===== config.mk =====
export PLATFORM = sky130hd
export DESIGN_NAME = store_monitor_flat
export DESIGN_NICKNAME = d
export VERILOG_FILES = /design/src/rtl/store_monitor_if.sv /design/src/rtl/store_monitor.sv /design/src/flat_wrapper.sv
export SDC_FILE = /design/constraint.sdc
export NUM_CORES = 1
export LEC_CHECK = 0
export ABC_AREA = 1
export CORE_MARGIN = 2
export CORE_UTILIZATION = 28
export DETAILED_ROUTE_END_ITERATION = 10
export PLACE_DENSITY = 0.44
export SETUP_SLACK_MARGIN = 0.4
export SLEW_MARGIN = 20
export SYNTH_ARGS = -nofsm -noshare
export SYNTH_HDL_FRONTEND = slang
export SYNTH_SLANG_ARGS = --single-unit

===== constraint.sdc =====
create_clock -name clk -period 9.4 [get_ports clk]
set_clock_uncertainty 0.15 [all_clocks]
set_input_delay 1.41 -clock clk [delete_from_list [all_inputs] [get_ports clk]]
set_output_delay 1.41 -clock clk [all_outputs]
set_load 0.03 [all_outputs]

===== src/rtl/store_monitor_if.sv =====
// Store-stream and reader handshake bundle for store_monitor.
// Master drives stores and rd_ready; slave presents the record FIFO and verdicts.
interface store_monitor_if #(
  parameter int DEPTH = 8
) ();
  localparam int CW = $clog2(DEPTH) + 1;

  logic          memwrite;
  logic [31:0]   dataadr;
  logic [31:0]   writedata;
  logic          rd_ready;
  logic          rd_valid;
  logic [31:0]   rd_addr;
  logic [31:0]   rd_data;
  logic [CW-1:0] count;
  logic          overflow;
  logic [15:0]   store_count;
  logic          done;
  logic          pass;
  logic          fail;

  modport master (
    output memwrite, dataadr, writedata, rd_ready,
    input  rd_valid, rd_addr, rd_data, count,
    input  overflow, store_count, done, pass, fail
  );

  modport slave (
    input  memwrite, dataadr, writedata, rd_ready,
    output rd_valid, rd_addr, rd_data, count,
    output overflow, store_count, done, pass, fail
  );
endinterface


===== src/rtl/store_monitor.sv =====
// Data-memory store checker: captures stores into a FWFT FIFO
// and folds the store stream into a sticky pass/fail verdict.
module store_monitor #(
  parameter int          DEPTH      = 8,
  parameter logic [31:0] PASS_ADDR  = 32'd84,
  parameter logic [31:0] PASS_DATA  = 32'd7,
  parameter logic [31:0] ALLOW_ADDR = 32'd80
) (
  input  logic            clk,
  input  logic            reset,
  store_monitor_if.slave  bus
);
  localparam int AW = $clog2(DEPTH);
  localparam int CW = AW + 1;

  typedef enum logic [1:0] {
    ST_RUN  = 2'd0,
    ST_PASS = 2'd1,
    ST_FAIL = 2'd2
  } state_t;

  state_t        state_q, state_d;
  logic          done_q, pass_q, fail_q;
  logic [AW-1:0] wptr_q, wptr_d;
  logic [AW-1:0] rptr_q, rptr_d;
  logic [CW-1:0] count_q, count_d;
  logic          ovf_q, ovf_d;
  logic [15:0]   scnt_q, scnt_d;
  logic [63:0]   mem_q [DEPTH];

  logic store, full, pop, push;

  // Handshake qualifiers: a store only counts while running.
  always_comb begin
    store = bus.memwrite && (state_q == ST_RUN);
    full  = (count_q == CW'(DEPTH));
    pop   = (count_q != '0) && bus.rd_ready;
    push  = store && (!full || pop);
  end

  // Next-state for verdict, pointers, occupancy and counters.
  always_comb begin
    state_d = state_q;
    wptr_d  = wptr_q + AW'(push);
    rptr_d  = rptr_q + AW'(pop);
    count_d = count_q + CW'(push) - CW'(pop);
    ovf_d   = ovf_q;
    scnt_d  = scnt_q;
    if (store) begin
      if (bus.dataadr == PASS_ADDR &&
          bus.writedata == PASS_DATA)
        state_d = ST_PASS;
      else if (bus.dataadr != ALLOW_ADDR)
        state_d = ST_FAIL;
      if (scnt_q != 16'hFFFF)
        scnt_d = scnt_q + 16'd1;
      if (full && !pop)
        ovf_d = 1'b1;
    end
  end

  // Verdict FSM with registered done/pass/fail.
  always_ff @(posedge clk) begin
    if (reset) begin
      state_q <= ST_RUN;
      done_q  <= 1'b0;
      pass_q  <= 1'b0;
      fail_q  <= 1'b0;
    end else begin
      state_q <= state_d;
      done_q  <= (state_d != ST_RUN);
      pass_q  <= (state_d == ST_PASS);
      fail_q  <= (state_d == ST_FAIL);
    end
  end

  // FIFO pointers, occupancy and sticky/saturating counters.
  always_ff @(posedge clk) begin
    if (reset) begin
      wptr_q  <= '0;
      rptr_q  <= '0;
      count_q <= '0;
      ovf_q   <= 1'b0;
      scnt_q  <= '0;
    end else begin
      wptr_q  <= wptr_d;
      rptr_q  <= rptr_d;
      count_q <= count_d;
      ovf_q   <= ovf_d;
      scnt_q  <= scnt_d;
    end
  end

  // Record storage; occupancy alone decides what is valid.
  always_ff @(posedge clk) begin
    if (push)
      mem_q[wptr_q] <= {bus.dataadr, bus.writedata};
  end

  assign bus.rd_valid    = (count_q != '0);
  assign bus.rd_addr     = bus.rd_valid ? mem_q[rptr_q][63:32] : 32'd0;
  assign bus.rd_data     = bus.rd_valid ? mem_q[rptr_q][31:0] : 32'd0;
  assign bus.count       = count_q;
  assign bus.overflow    = ovf_q;
  assign bus.store_count = scnt_q;
  assign bus.done        = done_q;
  assign bus.pass        = pass_q;
  assign bus.fail        = fail_q;
endmodule


===== src/flat_wrapper.sv =====
// flat-port wrapper written by rule: the top's interface ports become plain ports
module store_monitor_flat 
#(
  parameter int          DEPTH      = 8,
  parameter logic [31:0] PASS_ADDR  = 32'd84,
  parameter logic [31:0] PASS_DATA  = 32'd7,
  parameter logic [31:0] ALLOW_ADDR = 32'd80
)
  (clk, reset, bus_memwrite, bus_dataadr, bus_writedata, bus_rd_ready, bus_rd_valid, bus_rd_addr, bus_rd_data, bus_count, bus_overflow, bus_store_count, bus_done, bus_pass, bus_fail);
  store_monitor_if #(.DEPTH(DEPTH)) bus_i ();
  input  logic clk;
  input  logic reset;
  input wire logic [$bits(bus_i.memwrite)-1:0] bus_memwrite;
  input wire logic [$bits(bus_i.dataadr)-1:0] bus_dataadr;
  input wire logic [$bits(bus_i.writedata)-1:0] bus_writedata;
  input wire logic [$bits(bus_i.rd_ready)-1:0] bus_rd_ready;
  output wire logic [$bits(bus_i.rd_valid)-1:0] bus_rd_valid;
  output wire logic [$bits(bus_i.rd_addr)-1:0] bus_rd_addr;
  output wire logic [$bits(bus_i.rd_data)-1:0] bus_rd_data;
  output wire logic [$bits(bus_i.count)-1:0] bus_count;
  output wire logic [$bits(bus_i.overflow)-1:0] bus_overflow;
  output wire logic [$bits(bus_i.store_count)-1:0] bus_store_count;
  output wire logic [$bits(bus_i.done)-1:0] bus_done;
  output wire logic [$bits(bus_i.pass)-1:0] bus_pass;
  output wire logic [$bits(bus_i.fail)-1:0] bus_fail;
  assign bus_i.memwrite = bus_memwrite;
  assign bus_i.dataadr = bus_dataadr;
  assign bus_i.writedata = bus_writedata;
  assign bus_i.rd_ready = bus_rd_ready;
  assign bus_rd_valid = bus_i.rd_valid;
  assign bus_rd_addr = bus_i.rd_addr;
  assign bus_rd_data = bus_i.rd_data;
  assign bus_count = bus_i.count;
  assign bus_overflow = bus_i.overflow;
  assign bus_store_count = bus_i.store_count;
  assign bus_done = bus_i.done;
  assign bus_pass = bus_i.pass;
  assign bus_fail = bus_i.fail;
  store_monitor #(.DEPTH(DEPTH), .PASS_ADDR(PASS_ADDR), .PASS_DATA(PASS_DATA), .ALLOW_ADDR(ALLOW_ADDR)) u_core (.clk(clk), .reset(reset), .bus(bus_i));
endmodule

==> results.toml, run 1 <==
[finish]
syn2layout_area_growth_pct = 20.1
drive_gt1_frac = 0.0655
fin_cells = 2963
diodes = 0
layout.nets = 1953
fillers = 7688
stdcell_area_mm2 = 0.0260

[worst_setup_path]
cp-start-kind = "flop"
endpoint_kind = "output pin"
cpPeakStageDelay_ns = 0.87
critPathRequiredTime_ns = 7.84
worst-setup-path-type = "reg -> out"
path_cells = "inv_4, buf_4, o21ai_0, o22ai_1, o21ai_1, a31oi_1, clkdlybuf4s50_1"
cp_max_fo = 71
cp.arrival_ns = 4.44
critPathSlowestCell = "buf_4"

[placement]
dp_hpwl_um = 31500
place_congestion = 0.720
dp_cells = 2853
place_area_mm2 = 0.0242
preCtsSetupSlack_ns = 4.02
portBuffers = 156

[die]
fp.coreArea_mm2 = 0.0771
io_pins = 157
rows = 102
die_h_um = 282
chipWidth_um = 282
die_area_mm2 = 0.0796
start_util = 0.281

[sta]
finalCritPeriodShare = 0.638
fin_tns_setup_ns = 0
fmax_ghz = 0.167
rsz0062_at_grt = "false"
hold_violations = 0
slew_headroom = 0.286
min_period_ns = 6.00
slew_violations = 0
hold_slack_ns = 0.308
setup_viol = 0
setup_slack_ns = 3.40
worstMarginPinSlew_ns = 1.07

[clock_tree]
postCtsSetupBuffers = 0
clk_pin_slew_ns = 0.06
cts_buffers = 59
cts_resized = 0
htreeDepth = 2
cts_tree = "built"
clock-sinks = 544
insertion_delay_ns = 0.61
cts_buffer_depth = 3
ctsHoldBuffers = 0
clockRootBuffer = "clkbuf_16"

[synthesis]
ys_seq_elements = 544
yosysUniqueCellTypes = 32
yosysWarnings = 0
yosys-top-cells-area = "edfxtp_1 71%, nor2_1 8.2%, o21ai_0 4.6%, dfxtp_1 3.0%, o21ai_1 2.9%"
synth-edff-count = 512
synth.largest_area_cell = "edfxtp_1"
yosysTopAreaCellShare = 0.710
ys.flop_type = "edfxtp_1"
syn_area_mm2 = 0.0217
syn-num-nets = 1821
synth.avg_cell_area_um2 = 12.4
yosysMostFrequentCell = "edfxtp_1"
yosys-top-cells-count = "512 x edfxtp_1, 471 x nor2_1, 201 x o21ai_0, 125 x o21ai_1, 74 x nand2_1"
syn_inst = 1742
ys_seq_area_frac = 0.739
async_flop_share = 0

[pwr]
p_seq_frac = 0.395
p_switching_mw = 2.35
peakVddDrop_v = 0.000127
combPwrFrac = 0.292
clkPwrFrac = 0.313
p_int_mw = 4.69
power_per_cell_area_mw_per_mm2 = 270
p_leak_nw = 8.35
swShare = 0.334

[drt]
wl_um = 59600
drc = 0
ant_nets = 0
route.detailed.wl_per_inst_um = 20.1
drtPass1Iterations = 5
vias = 13900
vias_per_cell = 4.68
dr.first_iter.drc_count = 857

[grt]
grt_pass1_wl_um = 88700
grt_use_total = 0.148
use_met3 = 0.0270
grt-busiest-layer = "met2"
grt_max_degree = 170
grt_overflow = 0
antenna_found_initial = 3
grt_pass1_vias = 13800
use_met1 = 0.205
met2_usage = 0.240

[hold_path]
hold_class = "reg -> reg"

[status]
status = "finished clean"

[flow_run]
maxCapViolCount = 0
final timing paths:
path / endpoint / cells after the start / from / slack, ns
max: bus_rd_data[31] / 7 / u_core.rptr_q[1]$_SDFF_PP0_ / 3.40
min: u_core.bus.overflow$_SDFFE_PP0P_ / 2 / u_core.bus.overflow$_SDFFE_PP0P_ / 0.31
max reg2reg: u_core.mem_q[5][57]$_DFFE_PP_ / 8 / u_core.bus.count[2]$_SDFF_PP0_ / 5.30
min reg2reg: u_core.bus.overflow$_SDFFE_PP0P_ / 2 / u_core.bus.overflow$_SDFFE_PP0P_ / 0.31
stage by stage:
stage          utilization  power (mW)
4_1_cts              0.338        7.15
5_1_grt              0.338        7.38
3_3_place_gp         0.314        4.92
2_1_floorplan            -        4.10
3_5_place_dp         0.314        4.93
6_report             0.338        7.04
final cells by class:
type | instances | area, um^2 | share of cell area
clock buffer | 79 | 1590 | 0.0613
clock inverter | 31 | 233 | 0.00894
inverter | 33 | 136 | 0.00524
multi-input combinational | 1056 | 4990 | 0.192
sequential | 544 | 16000 | 0.616
tap | 1040 | 1300 | 0.0500
timing repair buffer | 180 | 1740 | 0.0669
cell families after synthesis:
kind of cell	count (synthesis)	share of synthesized area
xor gates and xnor gates	10	0.00404
adders and majority gates	11	0.00670
DFF	544	0.739
AOI/OAI and AO/OA	470	0.117
buffers and inverters	142	0.0336
and+or+nand+nor	565	0.0998
sequential cells by signal, indices dropped and copies added (netlist names):
signal,cells
u_core.bus.count,4
u_core.bus.store_count,16
u_core.mem_q,512
u_core.wptr_q,3
u_core.rptr_q,3
u_core.bus.fail,1
u_core.bus.overflow,1
u_core.bus.pass,1
u_core.bus.done,1
u_core.state_q,2
worst max-delay path, delay by kind of cell (launching register included):
kind / cells / cell delay, ns
compound gates: 4 / 0.91
buf+inv: 3 / 2.28
flops: 1 / 0.51
placed cells by master, fill, tap and decap left out, types with 2 or more instances in the layout:
master | Yosys | final
xnor2_1 | 4 | 4
bufinv_16 | 0 | 3
buf_4 | 18 | 24
nor3b_1 | 2 | 2
clkdlybuf4s50_1 | 0 | 156
inv_4 | 0 | 2
dfxtp_1 | 32 | 30
inv_2 | 4 | 2
ha_1 | 10 | 10
nor3_1 | 2 | 2
o21ai_1 | 125 | 125
clkbuf_1 | 50 | 18
o22ai_1 | 64 | 64
a21oi_1 | 11 | 11
a31oi_1 | 64 | 64
o21bai_1 | 2 | 2
nand4_1 | 3 | 3
nor2_1 | 471 | 463
clkinv_2 | 0 | 13
edfxtp_1 | 512 | 512
clkinvlp_4 | 0 | 3
clkbuf_16 | 0 | 61
clkinv_1 | 0 | 10
xor2_1 | 6 | 6
nand2_1 | 74 | 73
dfxtp_4 | 0 | 2
nor2_4 | 0 | 8
o21ai_0 | 201 | 201
inv_1 | 29 | 28
nand3_1 | 10 | 10
metal layers:
layer	part of all wire	vias to the layer above
met1	0.47	6898
li1	-	6590
met2	0.47	298
met5	0.00062	-
met4	0.021	6
met3	0.043	82
power by group through the flow:
stage	sequential, mW	combinational, mW	clock (mW)
2_1_floorplan	2.84	1.26	0
3_3_place_gp	2.83	2.09	0
3_5_place_dp	2.83	2.09	0
4_1_cts	2.78	2.10	2.27
5_1_grt	2.79	2.24	2.35
6_report	2.78	2.05	2.20
No activity file was read; power rests on OpenSTA's default activity.
==> run 2, diff against run 1 <==
--- a/config.mk
+++ b/config.mk
@@ -9,7 +9,7 @@
 export CORE_MARGIN = 2
 export CORE_UTILIZATION = 28
 export DETAILED_ROUTE_END_ITERATION = 10
-export PLACE_DENSITY = 0.44
+export PLACE_DENSITY = 0.46
 export SETUP_SLACK_MARGIN = 0.4
 export SLEW_MARGIN = 20
 export SYNTH_ARGS = -nofsm -noshare
==> constraint.sdc (replaced) <==
create_clock -name clk -period 4.95 [get_ports clk]
set_clock_uncertainty 0.15 [all_clocks]
set_input_delay 0.7425 -clock clk [delete_from_list [all_inputs] [get_ports clk]]
set_output_delay 0.7425 -clock clk [all_outputs]
set_load 0.03 [all_outputs]
==> run 2 against run 1 <==
Register-to-register slack got worse by 3.4 ns. First-iteration DRC count is 12% higher. Non-clock buffer count grew 12.
==> results.toml, run 2 (synthesis gave the netlist of run 1 again) <==
[drt]
drtPass1Iterations = 4
route.detailed.wl_per_inst_um = 19.4
ant_nets = 0
vias_per_cell = 4.65
drc = 0
vias = 13800
wl_um = 57700
dr.first_iter.drc_count = 964

[clock_tree]
clockRootBuffer = "clkbuf_16"
postCtsSetupBuffers = 0
clk_pin_slew_ns = 0.06
cts_buffer_depth = 3
ctsHoldBuffers = 0
cts_buffers = 58
htreeDepth = 2
cts_resized = 0
cts_tree = "built"
insertion_delay_ns = 0.61
clock-sinks = 544

[worst_setup_path]
critPathSlowestCell = "clkdlybuf4s50_1"
critPathRequiredTime_ns = 4.06
rr_worst_depth = 9
critPathLaunch = "u_core.rptr_q[0]$_SDFF_PP0_"
cp.depth = 7
cp_num_buf_inv = 3
r2r_end = "u_core.mem_q[2][27]$_DFFE_PP_"
cp.arrival_ns = 3.38
cp-start-kind = "flop"
cp_max_fo = 56
worst-setup-path-type = "reg -> out"
reg2reg_setup_slack_ns = 1.86
critical_path.top_delay_family = "buffers and inverters"
cpPeakStageDelay_ns = 0.77
crit_end = "bus_rd_data[30]"
timing.rr.start = "u_core.bus.count[2]$_SDFF_PP0_"
path_cells = "inv_8, buf_4, nor2_1, o22ai_1, o21ai_1, a31oi_1, clkdlybuf4s50_1"
endpoint_kind = "output pin"

[finish]
utilization = 0.341
largest_register_ffs = 512
layout.nets = 1964
drive_gt1_frac = 0.0698
mostFrequentLayoutCells = "512 x edfxtp_1, 463 x nor2_1, 201 x o21ai_0"
top_register = "u_core.mem_q"
fillers = 7644
layout_commonest_cell = "edfxtp_1"
syn2layout_area_growth_pct = 21.2

[placement]
place_congestion = 0.747
dp_hpwl_um = 31300
portBuffers = 156
preCtsSetupSlack_ns = 1.26

[sta]
rsz0062_at_grt = "false"
worstMarginPinSlew_ns = 0.838
slew_headroom = 0.441
hold_violations = 0
fin_tns_setup_ns = 0
fmax_ghz = 0.234
setup_viol = 0
min_period_ns = 4.28
setup_slack_ns = 0.675
slew_violations = 0
hold_slack_ns = 0.302
finalCritPeriodShare = 0.864

[die]
die_h_um = 282
start_util = 0.281
die_area_mm2 = 0.0796
rows = 102
io_pins = 157
fp.coreArea_mm2 = 0.0771
chipWidth_um = 282

[grt]
grt_pass1_vias = 13900
grt_pass1_wl_um = 86500
grt_use_total = 0.144
grt_overflow = 0
grt_max_degree = 79
antenna_found_initial = 7

[pwr]
power_per_cell_area_mw_per_mm2 = 506
p_leak_nw = 8.45
peakVddDrop_v = 0.000279

[status]
status = "finished clean"

[hold_path]
hold_class = "reg -> reg"

[flow_run]
maxCapViolCount = 0
==> run 2: cell types whose count changed in the layout (fill, tap and decap cells not counted) <==
cell / change
buf_12: +14
clkinv_1: +6
clkbuf_1: -5
clkinv_2: -3
diode_2: +3
buf_4: -2
clkinv_4: +2
bufinv_16: -1
clkinvlp_4: -1
==> run 2: layer usage <==
| metal | up-vias | global-route usage | wire [um] | share of wire |
|---|---|---|---|---|
| met1 | 6870 | 0.189 | 26000 | 0.45 |
| met2 | 258 | 0.240 | 27700 | 0.48 |
| li1 | 6622 | - | - | - |
| met3 | 88 | 0.0335 | 2900 | 0.050 |
| met5 | - | 0 | 51 | 0.00088 |
| met4 | 10 | 0.0379 | 1090 | 0.019 |
==> run 2: worst min path at each step <==
stage                                           startpoint                                to  slack (ns)  cells after the start
after global placement    u_core.bus.overflow$_SDFFE_PP0P_  u_core.bus.overflow$_SDFFE_PP0P_        0.30                      2
after floorplan               u_core.state_q[0]$_SDFF_PP0_        u_core.bus.fail$_SDFF_PP0_        0.33                      3
after global routing      u_core.bus.overflow$_SDFFE_PP0P_  u_core.bus.overflow$_SDFFE_PP0P_        0.33                      2
final                     u_core.bus.overflow$_SDFFE_PP0P_  u_core.bus.overflow$_SDFFE_PP0P_        0.30                      2
after CTS                 u_core.bus.overflow$_SDFFE_PP0P_  u_core.bus.overflow$_SDFFE_PP0P_        0.31                      2
after detailed placement  u_core.bus.overflow$_SDFFE_PP0P_  u_core.bus.overflow$_SDFFE_PP0P_        0.30                      2
==> run 2: through the flow <==
step	area, um^2	std cells	power, mW
6_report	26300	2976	13.3
5_1_grt	26300	2974	14.0
4_1_cts	26300	2973	13.5
3_5_place_dp	24500	2865	9.37
3_3_place_gp	24500	2865	9.37
2_1_floorplan	21700	1742	7.79
==> run 2: cell type report <==
type	instances	area, um^2	area share
Timing Repair Buffer	192	2010	0.0764
Sequential cell	544	16000	0.610
Clock buffer	74	1580	0.0600
Inverter	33	136	0.00519
Antenna cell	3	7.51	0.000286
Clock inverter	34	220	0.00839
Tap cell	1040	1300	0.0496
Multi-Input combinational cell	1056	4990	0.190
==> run 2: power by group <==
part	internal [mW]	leakage (nW)	switching [mW]
combinational	1.34	2.68	2.55
sequential	5.21	4.89	0.0997
clock	2.34	0.877	1.76
==> run 2: tightest hold or removal path, cell delays in order, from the launching register on <==
cell and delay [ns]:
dfxtp_1 0.31, inv_1 0.05, a21oi_1 0.05
==> run 3, diff against run 2 <==
--- a/config.mk
+++ b/config.mk
@@ -6,6 +6,7 @@
 export NUM_CORES = 1
 export LEC_CHECK = 0
 export ABC_AREA = 1
+export CAP_MARGIN = 25
 export CORE_MARGIN = 2
 export CORE_UTILIZATION = 28
 export DETAILED_ROUTE_END_ITERATION = 10
@@ -15,3 +16,4 @@
 export SYNTH_ARGS = -nofsm -noshare
 export SYNTH_HDL_FRONTEND = slang
 export SYNTH_SLANG_ARGS = --single-unit
+export TNS_END_PERCENT = 10
==> results of run 3 <==
Final layout, timing and power as in run 2 (identical DEF).
